`src/rtl/super_sys_seq.sv`:
```
`default_nettype none
// ============================================================================
// Module      : super_sys_seq
// Description : Command sequencer for a grid of systolic tiles. Accepts a
//               command, optionally shifts in weights, streams activation
//               vectors with a skewed per-row enable, then drains the array
//               and pulses done. Fused mode treats the grid as one tall
//               array; split mode runs each tile row independently.
//               Optional macro SUPER_SYS_PERF_CNT_EN adds the stall counter.
// Revision    : 1.0 - initial release
// ============================================================================
module super_sys_seq #(
    parameter int GRID_ROWS = 2,
    parameter int GRID_COLS = 2,
    parameter int TILE_ROWS = 4,
    parameter int TILE_COLS = 4,
    parameter int LEN_W     = 16
) (
    input  logic                           clk,
    input  logic                           rst,
    input  logic                           cmd_valid,
    output logic                           cmd_ready,
    input  logic                           cmd_mode,
    input  logic                           cmd_wload,
    input  logic [LEN_W-1:0]               cmd_len,
    input  logic                           w_valid,
    output logic                           w_ready,
    input  logic                           a_valid,
    output logic                           a_ready,
    output logic [GRID_COLS*TILE_COLS-1:0] wfetch,
    output logic [GRID_ROWS-2:0]           w_mux_sel,
    output logic                           if_mux_sel,
    output logic [GRID_ROWS*TILE_ROWS-1:0] if_en,
    output logic                           of_valid,
    output logic                           busy,
    output logic                           done,
    output logic [31:0]                    stall_cnt
);

    localparam int c_AC    = GRID_COLS * TILE_COLS;
    localparam int c_NR    = GRID_ROWS * TILE_ROWS;
    localparam int c_LAT_F = c_NR + c_AC - 1;
    localparam int c_LAT_S = TILE_ROWS + c_AC - 1;
    // Delay line is sized for the longer (fused) latency; split mode taps earlier.
    localparam int c_DLY_W = c_LAT_F + 1;
    localparam int c_BCW   = $clog2(c_NR + 1);
    localparam logic [c_BCW-1:0] c_LAST_F = c_BCW'(c_NR - 1);
    localparam logic [c_BCW-1:0] c_LAST_S = c_BCW'(TILE_ROWS - 1);

    typedef enum logic [2:0] {
        S_IDLE   = 3'd0,
        S_WLOAD  = 3'd1,
        S_STREAM = 3'd2,
        S_DRAIN  = 3'd3,
        S_DONE   = 3'd4
    } state_t;

    state_t                r_state;
    state_t                w_next;
    logic                  r_cmd_ready;
    logic                  r_mode;
    logic [LEN_W-1:0]      r_len;
    logic [c_BCW-1:0]      r_beats;
    logic [c_DLY_W-1:0]    r_dly;
    logic [GRID_ROWS-2:0]  r_w_mux_sel;
    logic                  r_if_mux_sel;
    logic                  w_accept;
    logic                  w_beat;
    logic                  w_e0;
    logic                  w_last_beat;
    logic                  w_last_vec;

    // r_cmd_ready is only ever high in IDLE, so it alone qualifies acceptance.
    assign w_accept    = cmd_valid & r_cmd_ready;
    assign w_beat      = (r_state == S_WLOAD) & w_valid;
    assign w_e0        = (r_state == S_STREAM) & a_valid;
    assign w_last_beat = w_beat & (r_beats == (r_mode ? c_LAST_S : c_LAST_F));
    assign w_last_vec  = w_e0 & (r_len == LEN_W'(1));

    // Next-state decode and state-derived handshake/status outputs.
    always_comb begin
        w_next  = r_state;
        w_ready = 1'b0;
        a_ready = 1'b0;
        busy    = 1'b1;
        done    = 1'b0;
        case (r_state)
            S_IDLE: begin
                busy = 1'b0;
                if (w_accept) begin
                    if (cmd_wload)
                        w_next = S_WLOAD;
                    else if (cmd_len != '0)
                        w_next = S_STREAM;
                    else
                        w_next = S_DRAIN;
                end
            end
            S_WLOAD: begin
                w_ready = 1'b1;
                if (w_last_beat)
                    w_next = (r_len != '0) ? S_STREAM : S_DRAIN;
            end
            S_STREAM: begin
                a_ready = 1'b1;
                if (w_last_vec)
                    w_next = S_DRAIN;
            end
            S_DRAIN: begin
                if (r_dly == '0)
                    w_next = S_DONE;
            end
            S_DONE: begin
                done   = 1'b1;
                w_next = S_IDLE;
            end
            default: w_next = S_IDLE;
        endcase
    end

    // State register, command latches, beat/vector counters and mux selects.
    always_ff @(posedge clk or negedge rst) begin
        if (!rst) begin
            r_state      <= S_IDLE;
            r_cmd_ready  <= 1'b0;
            r_mode       <= 1'b0;
            r_len        <= '0;
            r_beats      <= '0;
            r_w_mux_sel  <= '0;
            r_if_mux_sel <= 1'b0;
        end else begin
            r_state     <= w_next;
            r_cmd_ready <= (w_next == S_IDLE);
            if (w_accept) begin
                r_mode       <= cmd_mode;
                r_len        <= cmd_len;
                r_beats      <= '0;
                r_w_mux_sel  <= {(GRID_ROWS-1){cmd_mode}};
                r_if_mux_sel <= cmd_mode;
            end else begin
                if (w_beat)
                    r_beats <= r_beats + 1'b1;
                if (w_e0)
                    r_len <= r_len - 1'b1;
            end
        end
    end

    // Enable delay line: bit k carries e0 delayed by k+1 cycles.
    always_ff @(posedge clk or negedge rst) begin
        if (!rst)
            r_dly <= '0;
        else
            r_dly <= {r_dly[c_DLY_W-2:0], w_e0};
    end

    // Split mode restarts the skew at the top of every tile row.
    for (genvar gr = 0; gr < c_NR; gr++) begin : g_if_en
        assign if_en[gr] = r_mode ? r_dly[gr % TILE_ROWS] : r_dly[gr];
    end

    assign of_valid   = r_mode ? r_dly[c_LAT_S] : r_dly[c_LAT_F];
    assign wfetch     = {c_AC{w_beat}};
    assign cmd_ready  = r_cmd_ready;
    assign w_mux_sel  = r_w_mux_sel;
    assign if_mux_sel = r_if_mux_sel;

`ifdef SUPER_SYS_PERF_CNT_EN
    logic [31:0] r_stall_cnt;

    // Saturating count of STREAM cycles without an activation vector.
    always_ff @(posedge clk or negedge rst) begin
        if (!rst)
            r_stall_cnt <= '0;
        else if (w_accept)
            r_stall_cnt <= '0;
        else if ((r_state == S_STREAM) && !a_valid && (r_stall_cnt != '1))
            r_stall_cnt <= r_stall_cnt + 32'd1;
    end

    assign stall_cnt = r_stall_cnt;
`else
    assign stall_cnt = '0;
`endif

endmodule
`default_nettype wire

```
`config.mk`:
```
export PLATFORM = sky130hd
export DESIGN_NAME = super_sys_seq
export DESIGN_NICKNAME = d
export VERILOG_FILES = /design/src/rtl/super_sys_seq.sv
export SDC_FILE = /design/constraint.sdc
export NUM_CORES = 1
export LEC_CHECK = 0
export BUFFER_PORTS_ARGS = -buffer_cell sky130_fd_sc_hd__buf_2
export CELL_PAD_IN_SITES_DETAIL_PLACEMENT = 0
export CELL_PAD_IN_SITES_GLOBAL_PLACEMENT = 1
export CORE_AREA = 5 5 73 91
export CTS_BUF_LIST = sky130_fd_sc_hd__clkbuf_4 sky130_fd_sc_hd__clkbuf_8
export CTS_CLUSTER_SIZE = 8
export DETAILED_ROUTE_END_ITERATION = 6
export DIE_AREA = 0 0 78 96
export PLACE_DENSITY_LB_ADDON = 0.08
export SETUP_SLACK_MARGIN = 0.3
export SLEW_MARGIN = 20
export SYNTH_ARGS = -nofsm -noshare
export SYNTH_HDL_FRONTEND = slang
export SYNTH_SLANG_ARGS = --single-unit
```
`constraint.sdc`:
```
create_clock -name clk -period 2.7 [get_ports clk]
set_input_delay 0.135 -clock clk [delete_from_list [all_inputs] [get_ports clk]]
set_output_delay 0.135 -clock clk [all_outputs]
set_load 0.02 [all_outputs]
```
[Word level (Yosys, flattened, before mapping)]
Cells that the tools add are included.
Word-level totals
  output and inout bits: 56
  bits of input ports: 23
  register bits after elaboration: 41
Cells by class
  bitwise gates (word level): 5
  eq/ne operators: 6
  add/subtract/negate cells: 2
  muxes and demuxes: 22
  reductions and logical operators: 7
Operator list (count)
  $mux W16: 2
  $reduce_bool A16 Y1: 2
  $eq A16 B1 Y1 const B: 1
  $logic_not A16 Y1: 1
  $sub A16 B1 Y16 const B: 1
  $mux W3: 5
  $pmux W3 S4: 1
  $mux W1: 11
  $mux W4: 2
  $eq A3 B2 Y1 const B: 2
  $logic_not A3 Y1: 2
  $and A1 B1 Y1: 5
  $add A4 B1 Y4 const B: 1
  $eq A4 B3 Y1: 1
  $reduce_bool A2 Y1: 2
  $eq A3 B1 Y1 const B: 1
  $eq A3 B3 Y1 const B: 1
  $mux W2: 1

[Depth between registers and ports, before layout]
Gate-level depths: netlist of run 1.
  depth after elaboration: 6
  gate-level depth with buffers: 6
  depth with buffers taken out: 6

[Least setup slack after synthesis of run 1]
OpenSTA, ideal clock, no wires.
  path kind: register -> register
  start point: register r_len[0]
  end point: register r_len[14]
  data arrival time: 1.728 ns
  slack: 0.890 ns
  cell stages (with the launch flop): 7
  path buffers: 0
  cells stage by stage: dfrtp_1 inv_1 ha_1 nor2b_1 nand4_1 or4_2 a31oi_1
Between the ends
  cells in the longest elaborated chain, start to end: 3
RTL lines
  start: declaration: RTL line 62  | logic [LEN_W-1:0] r_len;
  start signal: assignment: RTL line 136  | r_len <= cmd_len;
  start signal: assignment: RTL line 144  | r_len <= r_len - 1'b1;
  $sub A16 B1 Y16: RTL line 144
  $mux W16: RTL line 143  | if (w_e0)
  $mux W16: RTL line 134  | if (w_accept) begin
Every way passes these cells. The select of a mux whose other input is x is not followed.
A chain may end at the register's enable or synchronous reset.

[Worst setup path after layout of run 1]
  start point: register r_state[0]
  end point: register r_len[14]
Between the ends
  cells in the longest elaborated chain, start to end: 3
RTL lines
  start: declaration: RTL line 58  | state_t r_state;
  start signal: assignment: RTL line 132  | r_state <= w_next;
  $eq A3 B2 Y1: RTL line 76  | assign w_e0 = (r_state == S_STREAM) & a_valid;
  $and A1 B1 Y1: RTL line 76
  $reduce_bool A2 Y1 (no source line)
Every way passes these cells.

==> results.py, run 1 <==
metrics = {
    "timing": {
        "whs_ns": -0.03121,
        "slew_violations": 0,
        "skew_ns": 0.007127,
        "fin_crit_sh": 0.7748,
        "setup_viol": 0,
        "period_needed_ns": 2.092,
        "fin_setup_tns_ns": 0,
        "setup_ws_ns": 0.6081,
        "grt_setup_unrepaired": "no",
        "max_freq_mhz": 478.0,
        "timing_hold_violations_final": 41,
        "max_slew_margin": 0.3855,
        "worst_pin_slew_ns": 0.9217,
    },
    "cts": {
        "cts.sinks": 41,
        "cts.repair.resized": 0,
        "cts_inserted_buffers": 5,
        "postCtsSetupRepairBufs": 0,
        "clk_pin_slew_ns": 0.09,
        "cts_root_buf": "clkbuf_8",
        "max-clock-path-buffers": 2,
        "htree_levels": 2,
        "postCtsHoldBufs": 0,
        "insertion_delay_ns": 0.30,
        "cts_tree": "built",
    },
    "detailed_routing": {
        "drt_iter0_markers": 57,
        "drt-total-wl_um": 4804,
        "ant_nets": 0,
        "drtPass1Iterations": 4,
        "drc": 0,
        "wire_per_inst_um": 14.60,
        "viasPerCell": 4.854,
        "vias": 1597,
    },
    "worst_setup_path": {
        "r2r_cells": 4,
        "crit_family": "simple AND/OR/NAND/NOR gates",
        "worst_setup_path_end_kind": "flip-flop",
        "critical_path.max_fanout": 12,
        "start_kind": "flip-flop",
        "critPathKind": "reg -> reg",
        "crit_arrival_ns": 2.32,
        "r2r_slack_ns": 0.61,
        "crit_buf_inv": 0,
        "slowest_delay_ns": 0.59,
        "path_cells": "and4bb_2 > nand4_1 > or4_2 > a31oi_1",
        "crit_path_start": "r_state[0]",
        "r2r_start": "r_state[0]",
        "reg2reg_to": "r_len[14]",
        "crit_required_ns": 2.93,
        "cp_slowest_cell": "or4_2",
    },
    "global_routing": {
        "grt.total_usage": 0.1279,
        "overflow": 0,
        "grt_max_degree": 42,
        "antenna_found_initial": 0,
        "grt_pass1_wl_um": 7376,
        "grt_pass1_vias": 1510,
    },
    "layout": {
        "fin_area_um2": 2445,
        "nets": 289,
        "final_util": 0.4288,
        "diodes": 0,
        "drive_above_1_share": 0.2586,
        "seqCellArea_um2": 1026,
        "syn_to_final_growth_pct": 6.659,
        "multi_input_area_um2": 997.2,
        "nFillCells": 570,
    },
    "synth": {
        "netlist-cell-type-count": 39,
        "synth_flop_cell": "dfrtp_1",
        "synth.ff_latch_count": 41,
        "netlist_top_cells_area": "dfrtp_1 45%, buf_4 15%, xor2_1 3.8%",
        "syn_area_um2": 2292,
        "yosysTopAreaCell": "dfrtp_1",
        "yosys_warnings": 0,
        "avgSynthCellArea_um2": 9.880,
        "ys_seq_area_frac": 0.4476,
        "synth_edf_count": 0,
        "synthCells": 232,
        "yosysTopAreaCellShare": 0.4476,
        "async_flop_share": 1.000,
    },
    "floorplan": {
        "fp-row-count": 31,
        "core_area_um2": 5702,
        "fp.dieArea_um2": 7488,
        "ios": 79,
        "die_h_um": 96,
        "initial_core_util": 0.4020,
        "die_w_um": 78,
    },
    "place": {
        "place_congestion": 0.7336,
        "place_area_um2": 2351,
        "dpl.hpwl_um": 3558,
        "dp_worst_setup_slack_ns": 0.6442,
        "portBuffers": 46,
    },
    "power": {
        "total_power_uw": 2418,
        "leakage_uw": 0.001144,
        "power_density_nw_per_um2": 989.1,
        "irDropWorstVdd_uv": 367.8,
    },
    "status": {
        "failed_checks": "hold timing",
        "status": "finished, violations left",
    },
    "min_path": {
        "hold_path_class": "in -> async",
    },
    "job": {
        "cap_violations": 0,
    },
}
## final cells by class
cell class,instances,share of cell area
inverters,2,0.003071
repair buffers,47,0.09724
flip-flops and latches,41,0.4197
multi-input cells,165,0.4079
well taps,66,0.03378
clock inverters,3,0.01024
clock buffers,5,0.02815
## routing by layer
layer	track usage	part of all wire
met2	0.2159	0.51
met3	0.02996	0.046
met5	0	0
met4	0.05070	0.014
met1	0.1578	0.43
## logic make-up after synthesis
kind of cell             share of synthesized area
flip-flops                                  0.4476
multiplexers                               0.03330
other                                     0.001636
AND/OR/NAND/NOR                             0.1998
AO/OA/AOI/OAI                              0.07806
adder cells (fa/ha/maj)                    0.02183
XOR/XNOR                                   0.04967
buffers and inverters                       0.1681
## how the worst max path moves through the flow
stage,endpoint,slack [ns],cells after the start
global route,r_len[11],0.50,4
global placement,r_len[14],0.67,4
detailed placement,r_len[11],0.64,4
finish,r_len[14],0.61,4
floorplan,r_len[14],0.89,6
CTS,r_len[13],0.62,4
## metrics by stage
step           hold WS [ns]  cells
5_1_grt             0.03170    329
6_report           -0.03121    329
2_1_floorplan       -0.1606    263
3_3_place_gp         0.3331    321
3_5_place_dp         0.3347    321
4_1_cts            0.006247    329
## cells in the mapped netlist, types with 2 or more instances
cell	count
o21ai_0	14
clkbuf_1	8
nand4_1	4
and4bb_2	2
and2_1	2
dfrtp_1	41
xnor2_1	3
xor2_1	10
mux2_2	5
nand3b_1	2
or4_1	2
buf_2	2
or3_1	4
nor3b_1	2
a31oi_1	6
nor3_1	5
nand2_1	21
inv_1	2
nand4b_1	3
mux2i_1	2
ha_1	4
or3_2	2
nor2_1	14
nor4_1	8
buf_4	45
o31ai_1	4
nand3_1	3
## worst reg2reg max path: stages (launching register included)
cell and delay, ns:
dfrtp_1 0.50, and4bb_2 0.51, nand4_1 0.25, or4_2 0.59
a31oi_1 0.17
## placed cells by master (no fill, tap or decap), types with 2 or more instances in the layout
master / count
a31oi_1: 6
and2_1: 2
and4bb_2: 2
buf_2: 46
clkbuf_8: 5
conb_1: 32
dfrtp_1: 41
ha_1: 4
inv_1: 2
inv_6: 2
mux2_2: 5
mux2i_1: 2
nand2_1: 21
nand3_1: 3
nand3b_1: 2
nand4_1: 4
nand4b_1: 3
nor2_1: 14
nor3_1: 5
nor3b_1: 2
nor4_1: 8
o21ai_0: 14
o31ai_1: 4
or3_1: 4
or3_2: 2
or4_1: 2
xnor2_1: 3
xor2_1: 10
## flip-flops by register name (all words and copies together), names as in the netlist
name        count
r_state         3
r_dly          16
r_beats         4
if_mux_sel      1
cmd_ready       1
r_len          16
## power breakdown
part	internal [uW]	switching (uW)
combinational	361	532
clock	189	241
sequential	851	245
Note: power is estimated with default switching activity, not from simulation.
==> run 2, diff against run 1 <==
Settings changed: CORE_AREA 5 5 73 91 to 5 5 75 94, DIE_AREA 0 0 78 96 to 0 0 80 99.
Clock period 2.7 ns to 2 ns, I/O delays scaled along.
==> run 2 against run 1 <==
Net effect:
- the run now ends clean
- critical path type unchanged
- setup slack worse by 0.40 ns
- global-route usage is 0.24 points higher
- routed wire length is 8.5% higher
- non-clock buffer count is 26 higher
- critical path depth stayed put
==> results.py, run 2 (synthesized netlist as in run 1, its figures left out) <==
metrics = {
    "timing": {
        "max_freq_mhz": 559.2,
        "skew_ns": 0.003748,
        "worst_pin_slew_ns": 0.4999,
        "fin_crit_sh": 0.8941,
        "fin_setup_tns_ns": 0,
        "setup_viol": 0,
        "max_slew_margin": 0.6637,
        "slew_violations": 0,
        "period_needed_ns": 1.788,
        "timing_hold_violations_final": 0,
        "whs_ns": 0.01414,
        "grt_setup_unrepaired": "yes",
    },
    "floorplan": {
        "core_area_um2": 6086,
        "die_h_um": 99,
        "initial_core_util": 0.3766,
        "fp.dieArea_um2": 7920,
        "ios": 79,
        "die_w_um": 80,
        "fp-row-count": 32,
    },
    "layout": {
        "nets": 315,
        "multi_input_area_um2": 1035,
        "diodes": 0,
        "nFillCells": 632,
        "final_common_cell": "buf_2",
        "seqCellArea_um2": 1028,
        "drive_above_1_share": 0.3426,
        "top_regs": "r_dly x16, r_len x16, r_beats x4",
        "layout_common_cells": "46 x buf_2, 39 x dfrtp_1, 32 x conb_1",
        "syn_to_final_growth_pct": 19.10,
    },
    "worst_setup_path": {
        "start_kind": "flip-flop",
        "r2r_start": "r_len[3]",
        "r2r_cells": 4,
        "crit_arrival_ns": 2.00,
        "r2r_slack_ns": 0.21,
        "crit_path_start": "r_len[3]",
        "critical_path.max_fanout": 4,
        "worst_setup_path_end_kind": "flip-flop",
        "cp-endpoint": "r_len[11]",
        "crit_required_ns": 2.21,
        "critPathKind": "reg -> reg",
        "reg2reg_to": "r_len[11]",
    },
    "cts": {
        "cts_root_buf": "clkbuf_8",
        "htree_levels": 2,
        "clk_pin_slew_ns": 0.08,
        "insertion_delay_ns": 0.29,
        "cts.sinks": 41,
        "cts_inserted_buffers": 5,
        "cts_tree": "built",
        "max-clock-path-buffers": 2,
    },
    "power": {
        "power_density_nw_per_um2": 1338,
        "irDropWorstVdd_uv": 483.3,
        "leakage_uw": 0.001286,
        "total_power_uw": 3653,
    },
    "detailed_routing": {
        "ant_nets": 0,
        "drc": 0,
        "viasPerCell": 4.540,
        "vias": 1698,
        "drtPass1Iterations": 4,
        "drt-total-wl_um": 5212,
        "wire_per_inst_um": 13.94,
        "drt_iter0_markers": 44,
    },
    "global_routing": {
        "grt_pass1_wl_um": 7955,
        "overflow": 0,
        "grt_pass1_vias": 1654,
        "grt.total_usage": 0.1302,
        "antenna_found_initial": 0,
        "grt_max_degree": 25,
    },
    "job": {
        "cap_violations": 0,
    },
    "place": {
        "dpl.hpwl_um": 3926,
        "portBuffers": 46,
        "place_congestion": 0.7097,
    },
    "min_path": {
        "hold_path_class": "in -> reg",
    },
    "status": {
        "status": "completed",
    },
}
## run 2: how the worst min path moves through the flow
stage	start	endpoint	slack, ns	depth (start not counted)
floorplan	rst	cmd_ready	-0.20	0
global placement	rst	r_dly[4]	0.008	1
detailed placement	rst	r_dly[7]	-0.0002	1
CTS	cmd_len[1]	r_len[1]	0.004	3
global route	cmd_len[4]	r_len[4]	0.02	3
finish	cmd_len[1]	r_len[1]	0.01	3
## run 2: metrics by stage
stage          cells  instance area (um2)  worst slack [ns]    util
2_1_floorplan    263                 2411            0.2323       -
3_3_place_gp     351                 2460            0.1384  0.4042
3_5_place_dp     351                 2460           0.09000  0.4042
4_1_cts          371                 2684            0.2088  0.4410
5_1_grt          374                 2730            0.1176  0.4486
6_report         374                 2730            0.2117  0.4486
## run 2: report_power, final
| group | leakage [uW] | switching, uW | total, uW | internal (uW) |
|---|---|---|---|---|
| Sequential | 0.000507 | 283 | 1440 | 1150 |
| Clock | 0.0000543 | 306 | 680 | 374 |
| Combinational | 0.000724 | 844 | 1540 | 693 |
| Total | 0.00129 | 1430 | 3650 | 2220 |
## run 2: repair_timing
action / 4_1_cts / 5_1_grt
setup endpoints to repair: 7 / 8
endpoints found under the hold margin: 12 / 0
hold buffers: 2 / 0
gates resized for setup: 5 / 7
pin swaps: 10 / 9
buffers inserted: 10 / 3
## run 2: layout make-up
type,count,share of cell area
sequential,41,0.3767
multi-input combinational,165,0.3790
clock buffer,5,0.02521
timing repair buffer,73,0.1604
clock inverter,3,0.01696
inverter,2,0.002750
tap,85,0.03896
## run 2: routing by layer
metal  part of all wire  wire [um]  global-route usage  vias to the layer above
li1                   -          -                   -                      839
met1               0.40       2064              0.1494                      811
met2               0.55       2866              0.2385                       43
met3              0.048        250             0.02651                        5
met4             0.0059         31             0.03901                        0
met5                  0          0                   0                        -
## run 2: worst max-delay path: stages (launching register included)
cell     delay, ns
dfrtp_2       0.43
nor4_4        0.32
nand4_1       0.25
or4_1         0.55
a31oi_1       0.16
